===== src/rtl/dmem_arbiter.sv =====
// Two-port round-robin arbiter in front of a single-port data memory.
// Each transaction takes three cycles: grant (IDLE), memory access (ACCESS), acknowledge (RESP).
module dmem_arbiter #(
  parameter int MEM_ADDR_WIDTH = 32,
  parameter int DATA_WIDTH     = 32,
  parameter int DATA_MEM_SIZE  = 1024
) (
  input  logic                      clk,
  input  logic                      reset,
  input  logic                      i_Req0,
  input  logic                      i_Req1,
  input  logic                      i_WrEn0,
  input  logic                      i_WrEn1,
  input  logic [MEM_ADDR_WIDTH-1:0] i_Addr0,
  input  logic [MEM_ADDR_WIDTH-1:0] i_Addr1,
  input  logic [DATA_WIDTH-1:0]     i_WData0,
  input  logic [DATA_WIDTH-1:0]     i_WData1,
  output logic                      o_Ack0,
  output logic                      o_Ack1,
  output logic [DATA_WIDTH-1:0]     o_RData,
  output logic                      o_Err,
  output logic [MEM_ADDR_WIDTH-1:0] o_MemAddr,
  output logic [DATA_WIDTH-1:0]     o_MemWData,
  output logic                      o_MemWrEn,
  input  logic [DATA_WIDTH-1:0]     i_MemRData
);

  typedef enum logic [1:0] {
    IDLE   = 2'd0,
    ACCESS = 2'd1,
    RESP   = 2'd2
  } state_e;

  localparam logic [MEM_ADDR_WIDTH:0] MEM_SIZE_W = (MEM_ADDR_WIDTH+1)'(DATA_MEM_SIZE);

  state_e                      state_q, state_d;
  logic                        r_last_q;
  logic                        win_q;
  logic                        wren_q;
  logic [MEM_ADDR_WIDTH-1:0]   addr_q;
  logic [DATA_WIDTH-1:0]       wdata_q;
  logic [DATA_WIDTH-1:0]       rdata_q, rdata_d;
  logic                        err_q;

  logic                        any_req;
  logic                        grant_d;
  logic                        in_range;

  assign any_req  = i_Req0 | i_Req1;
  assign in_range = ({1'b0, addr_q} < MEM_SIZE_W);

  // Tie goes to the port that did not win last; a lone request wins outright.
  always_comb begin
    grant_d = 1'b0;
    if (i_Req0 && i_Req1) begin
      grant_d = ~r_last_q;
    end else if (i_Req1) begin
      grant_d = 1'b1;
    end
  end

  always_comb begin
    rdata_d = '0;
    if (!wren_q && in_range) begin
      rdata_d = i_MemRData;
    end
  end

  // State register
  always_ff @(posedge clk) begin
    if (reset) begin
      state_q <= IDLE;
    end else begin
      state_q <= state_d;
    end
  end

  // Next-state logic
  always_comb begin
    state_d = state_q;
    case (state_q)
      IDLE:    if (any_req) state_d = ACCESS;
      ACCESS:  state_d = RESP;
      RESP:    state_d = IDLE;
      default: state_d = IDLE;
    endcase
  end

  // Output logic; reset masks the write strobe and acks in an aborted cycle.
  always_comb begin
    o_MemWrEn  = 1'b0;
    o_Ack0     = 1'b0;
    o_Ack1     = 1'b0;
    o_Err      = 1'b0;
    o_MemAddr  = addr_q;
    o_MemWData = wdata_q;
    o_RData    = rdata_q;
    case (state_q)
      ACCESS: o_MemWrEn = wren_q & in_range & ~reset;
      RESP: begin
        o_Ack0 = ~win_q & ~reset;
        o_Ack1 = win_q & ~reset;
        o_Err  = err_q & ~reset;
      end
      default: ;
    endcase
  end

  // Transaction latch (IDLE->ACCESS) and response capture (ACCESS->RESP)
  always_ff @(posedge clk) begin
    if (reset) begin
      r_last_q <= 1'b1;
      win_q    <= 1'b0;
      wren_q   <= 1'b0;
      addr_q   <= '0;
      wdata_q  <= '0;
      rdata_q  <= '0;
      err_q    <= 1'b0;
    end else if (state_q == IDLE && any_req) begin
      r_last_q <= grant_d;
      win_q    <= grant_d;
      wren_q   <= grant_d ? i_WrEn1  : i_WrEn0;
      addr_q   <= grant_d ? i_Addr1  : i_Addr0;
      wdata_q  <= grant_d ? i_WData1 : i_WData0;
    end else if (state_q == ACCESS) begin
      rdata_q  <= rdata_d;
      err_q    <= ~in_range;
    end
  end

endmodule


===== config.mk =====
export PLATFORM = sky130hd
export DESIGN_NAME = dmem_arbiter
export DESIGN_NICKNAME = d
export VERILOG_FILES = /design/src/rtl/dmem_arbiter.sv
export SDC_FILE = /design/constraint.sdc
export NUM_CORES = 1
export LEC_CHECK = 0
export BUFFER_PORTS_ARGS = -buffer_cell sky130_fd_sc_hd__buf_2
export CAP_MARGIN = 30
export CORE_MARGIN = 1
export CORE_UTILIZATION = 24
export DETAILED_ROUTE_END_ITERATION = 12
export SLEW_MARGIN = 20
export SYNTH_ARGS = -nofsm -noshare
export SYNTH_HDL_FRONTEND = slang
export SYNTH_SLANG_ARGS = --single-unit

===== constraint.sdc =====
create_clock -name clk -period 2.45 [get_ports clk]
set_clock_uncertainty 0.15 [all_clocks]
set_input_delay 0 -clock clk [delete_from_list [all_inputs] [get_ports clk]]
set_output_delay 0 -clock clk [all_outputs]
set_load 0.02 [all_outputs]

**Word-level counts from Yosys, hierarchy flattened**

Cells that the tools add are included.

- Register bits: 102
- Input port bits: 166
- Output and inout bits: 100
- Logic and storage cells: 41

- $lt $le $gt $ge: 1
- Eq/ne operators: 3
- Mux-type cells: 12
- Bitwise operators: 11
- Reduce and logical (&&, ||, !) cells: 6

Operators by type and width:

| operator | number |
|---|---|
| two-way mux 32 bit | 3 |
| less-than comparator 32 x 11 -> 1 bit (second input constant) | 1 |
| two-way mux 1 bit | 7 |
| AND 1 bit | 5 |
| NOT 1 bit | 5 |
| one-hot mux 2 bit (2 select lines) | 1 |
| logical AND 1 bit | 3 |
| == test 2 x 1 -> 1 bit (second input constant) | 1 |
| == test 2 bit (second input constant) | 1 |
| zero test 2 bit | 1 |
| two-way mux 2 bit | 1 |
| inequality test 2 bit (second input constant) | 1 |
| AND reduction 2 bit | 1 |
| zero test 1 bit | 1 |
| bitwise OR 1 bit | 1 |

**Depth between registers and ports, before layout**

- Depth in word-level cells: 4
- Gate-level depth with buffers: 6
- Depth with buffers taken out: 3

**Worst setup path after synthesis**

No wires, ideal clock.

- Kind: register -> output
- Start: register addr_q[21] (netlist: o_MemAddr[21])
- End: output o_MemWrEn
- Arrival: 1.491 ns
- Data required time: 2.300 ns
- Slack: 0.809 ns
- Stages on the path, launching flop included: 5
- Path buffers: 1
- Cell sequence: dfxtp_1 -> nor4_1 -> nand4_2 -> buf_6 -> nor3_2

- Longest elaborated chain between the ends: 4

Ends and longest elaborated chain:

| what | RTL line | RTL |
|---|---|---|
| from (decl) | 40 | `logic [MEM_ADDR_WIDTH-1:0] addr_q;` |
| from (signal assigned) | 123 | `addr_q <= grant_d ? i_Addr1 : i_Addr0;` |
| less-than comparator 32 x 11 -> 1 bit | 50 | `assign in_range = ({1'b0, addr_q} < MEM_SIZE_W);` |
| AND 1 bit (2 in series) | 99 | `ACCESS: o_MemWrEn = wren_q & in_range & ~reset;` |
| two-way mux 1 bit | 98 | `case (state_q)` |
| to (decl) | 24 | `output logic o_MemWrEn,` |

Every way passes these cells.

**Worst setup path in the final report**

- Start: register state_q[1]
- End: register wdata_q[21] (netlist: o_MemWData[21])

- Longest elaborated chain between the ends: 2

Ends and longest elaborated chain:

| what | RTL line | RTL |
|---|---|---|
| from (decl) | 36 | `state_e state_q, state_d;` |
| from (signal assigned) | 74 | `state_q <= state_d;` |
| zero test 2 bit | 119 | `end else if (state_q == IDLE && any_req) begin` |
| logical AND 1 bit | 119 |  |
| to (signal assigned) | 124 | `wdata_q <= grant_d ? i_WData1 : i_WData0;` |
| to (decl) | 41 | `logic [DATA_WIDTH-1:0] wdata_q;` |

Every way passes these cells.
A chain may end at the register's enable or synchronous reset.

==> summary.md <==
| Metric | Value |
|---|---|
| Vias/cell | roughly 4.8 |
| Area contributors post-synth | dfxtp_1 (40%), a311oi_2 (11%), nand2_1 (9.9%) |
| LEAKAGE | 3.73 nW |
| Initial antenna violation count | 2 |
| Max_cap viols | 0 |
| Layout cells sized above 1 | roughly two fifths |
| Outcome | completed |
| Via count | ~5800 |
| CP max stage delay | about 0.61 ns |
| Min Tclk post-route | 2.32 ns |
| Nets | ~1100 |
| Overall routed net length | 19800 um |
| Cell Chain, Critical Path | nor2_4 > clkbuf_8 > a21oi_1 > a311oi_2 > dlygate4sd3_1 |
| Peak VDD IR | approximately 340 uV |
| Non-filler instance count after layout | ~1200 |
| CP arrival | roughly 2.5 ns |
| DRT Pass-1 Iters | 5 |
| P_int | between 3 and 4 mW |
| Sw Ratio | 32.3% |
| Period utilization | 94.8% |
| Slew HR | between 60 and 70% |
| Sw Pwr | 1.57 mW |
| DP HPWL | 11300 um |
| TritonCTS clock tree | built |
| Clock latency on the worst-skew pair | ~0.35 ns |
| Avg WL per Cell | approximately 16 um |
| Initial core utilization | between 20% and 30% |
| Pwr Density | 569 mW/mm^2 |
| GRT Util Overall | ~18% |
| Post-CTS setup buffers | 0 |
| Distinct cell type count after synthesis | 32 |
| Crit-path slowest cell | dlygate4sd3_1 |
| Design area | between 0.008 and 0.009 mm^2 |
| Clock power frac | between 30% and 40% |
| Hold Slack | about 0.15 ns |
| Post-synthesis sequential area ratio | 40.0% |
| Gpl congestion | 0.747 |
| Pre-CTS setup slack | about 0.46 ns |
| Die W | ~150 um |
| Hold Crit Class | in -> reg |
| CP startpoint kind | flip-flop |
| Longest Clk Path Bufs | 2 |
| PortBufs | around 270 |
| Cts bufs inserted | 9 |
| Htree depth | 3 |
| Commonest cells after routing, fill and taps aside | buf_2 (264), dlygate4sd3_1 (165), nand2_1 (133) |
| Synthesized area per cell | between 9 and 10 um^2 |
| Number of global-route vias before repair | about 6000 |
| Mapped Area | about 0.0051 mm^2 |
| Gr ovfl total | 0 |
| CP required | about 2.6 ns |
| Fin Setup TNS | 0 ns |
| Area of placed instances | about 0.0066 mm^2 |
| Antenna Nets Post-Route | 0 |
| Gate power share | 30.2% |
| WP buf/inv | 2 |
| Post-Synthesis Cells | approximately 550 |
| Layout Area Growth over Synthesis | 67.5% |
| First-iteration detailed-routing DRC count | 205 |
| Die area | ~0.022 mm^2 |
| Sequential power share | 38.8% |
| Fin. Hold Viols | 0 |
| CP delay by family, top | buffers and inverters |
| Storage cell area | between 0.002 and 0.0025 mm^2 |
| Total nets after synthesis | around 720 |
| Actual slew at the worst max-slew pin | about 0.57 ns |
| Cell taking the most area after synthesis | dfxtp_1 |
| FMAX | about 430 MHz |
| Final Max Slew Viols | 0 |
| Critical path type | reg -> reg |
| CP Max Fanout | 69 |
| # rows | 52 |
| CP Capture Type | flip-flop |
| Final core occ | 41.5% |
| Worst setup margin | 0.126 ns |
| Largest net degree at the start of global routing | 70 |
| Most common cell after layout, fill and taps aside | buf_2 |
| Share of the synthesized area in the top cell type | 40.0% |
| Clock slew seen by the registers of the worst setup and hold paths | 0.07 ns |
| Top-Level Pins | roughly 270 |
| Global-route wire length before repair | 30600 um |
| Die height | 148 um |
| RSZ-0062 raised after global routing | no |
| Root Driver | clkbuf_16 |
| Synthesis-stage register bit count | ~100 |
| Core area | approximately 0.02 mm^2 |
| DP Cell Count | roughly 1000 |
| CTS sink cnt | roughly 100 |
| Area occupied by multi-input gates | roughly 0.0027 mm^2 |
| Tot Pwr | a little under 5 mW |
| YS warnings | 0 |
| Fill count | about 2000 |
| Post-route DRC | 0 |
| Final setup fails | 0 |
path summary, 6_finish.rpt:
check / from / endpoint / slack, ns / cells past startpoint
max: state_q[1] / o_MemWData[21] / 0.13 / 5
max reg2reg: state_q[1] / o_MemWData[21] / 0.13 / 5
min: i_Req1 / win_q / 0.15 / 5
min reg2reg: o_RData[31] / o_RData[31] / 0.34 / 2
power groups by stage:
stage / clock network [mW] / registers (mW) / logic, mW
floorplan: 0 / 2.06 / 0.612
global placement: 0 / 1.92 / 1.16
detailed placement: 0 / 1.92 / 1.16
CTS: 1.57 / 1.88 / 1.44
global route: 1.62 / 1.90 / 1.58
finish: 1.51 / 1.88 / 1.46
state kept, by name (all words and copies together), names as in the netlist:
register / count
err_q: 1
o_MemAddr: 32
o_MemWData: 32
o_RData: 32
r_last_q: 1
state_q: 2
win_q: 1
wren_q: 1
cells in the mapped netlist, drive strengths merged:
cell	count
a21bo	2
a21boi	1
a21oi	67
a221o	1
a311oi	65
and2	3
buf	32
clkbuf	31
dfxtp	102
inv	1
nand2	134
nand2b	1
nand3b	64
nand4	1
nor2	2
nor2b	3
nor3	1
nor3b	2
nor4	5
o31a	1
o31ai	32
or2	1
area by class of cell:
class / instances / area share [%]
Tap cell: 270 / 3.96
Antenna cell: 2 / 0.0586
Timing Repair Buffer: 444 / 36.4
Clock buffer: 11 / 2.84
Clock inverter: 4 / 0.645
Inverter: 1 / 0.0439
Multi-Input combinational cell: 387 / 32.2
Sequential cell: 102 / 23.9
metal layers:
metal | vias to the layer above | GRT usage [%] | share of wire (%)
li1 | 2809 | - | -
met1 | 2758 | 20.7 | 42
met2 | 246 | 31.5 | 49
met3 | 30 | 4.01 | 6.4
met4 | 0 | 7.11 | 2.4
met5 | - | 0 | 0
tightest hold or removal path, stage by stage:
cell	delay [ns]
buf_2	0.11
a21boi_4	0.14
buf_12	0.20
nand2_1	0.10
a21oi_1	0.05
cell families (layout without fill, tap and decap cells):
family,after synthesis,after routing,synth area share [%]
simple gates,217,218,22.4
compound gates,169,169,31.0
flops,102,102,40.0
buf+inv,64,460,6.53
other cells,0,2,0
what timing repair did:
| item | in CTS | in global routing |
|---|---|---|
| hold buffers | 165 | 0 |
| resized for setup | 0 | 4 |
| setup endpoints to repair | 0 | 55 |
| hold endpoints to repair | 100 | 0 |
Note: power is estimated with default switching activity, not from simulation.
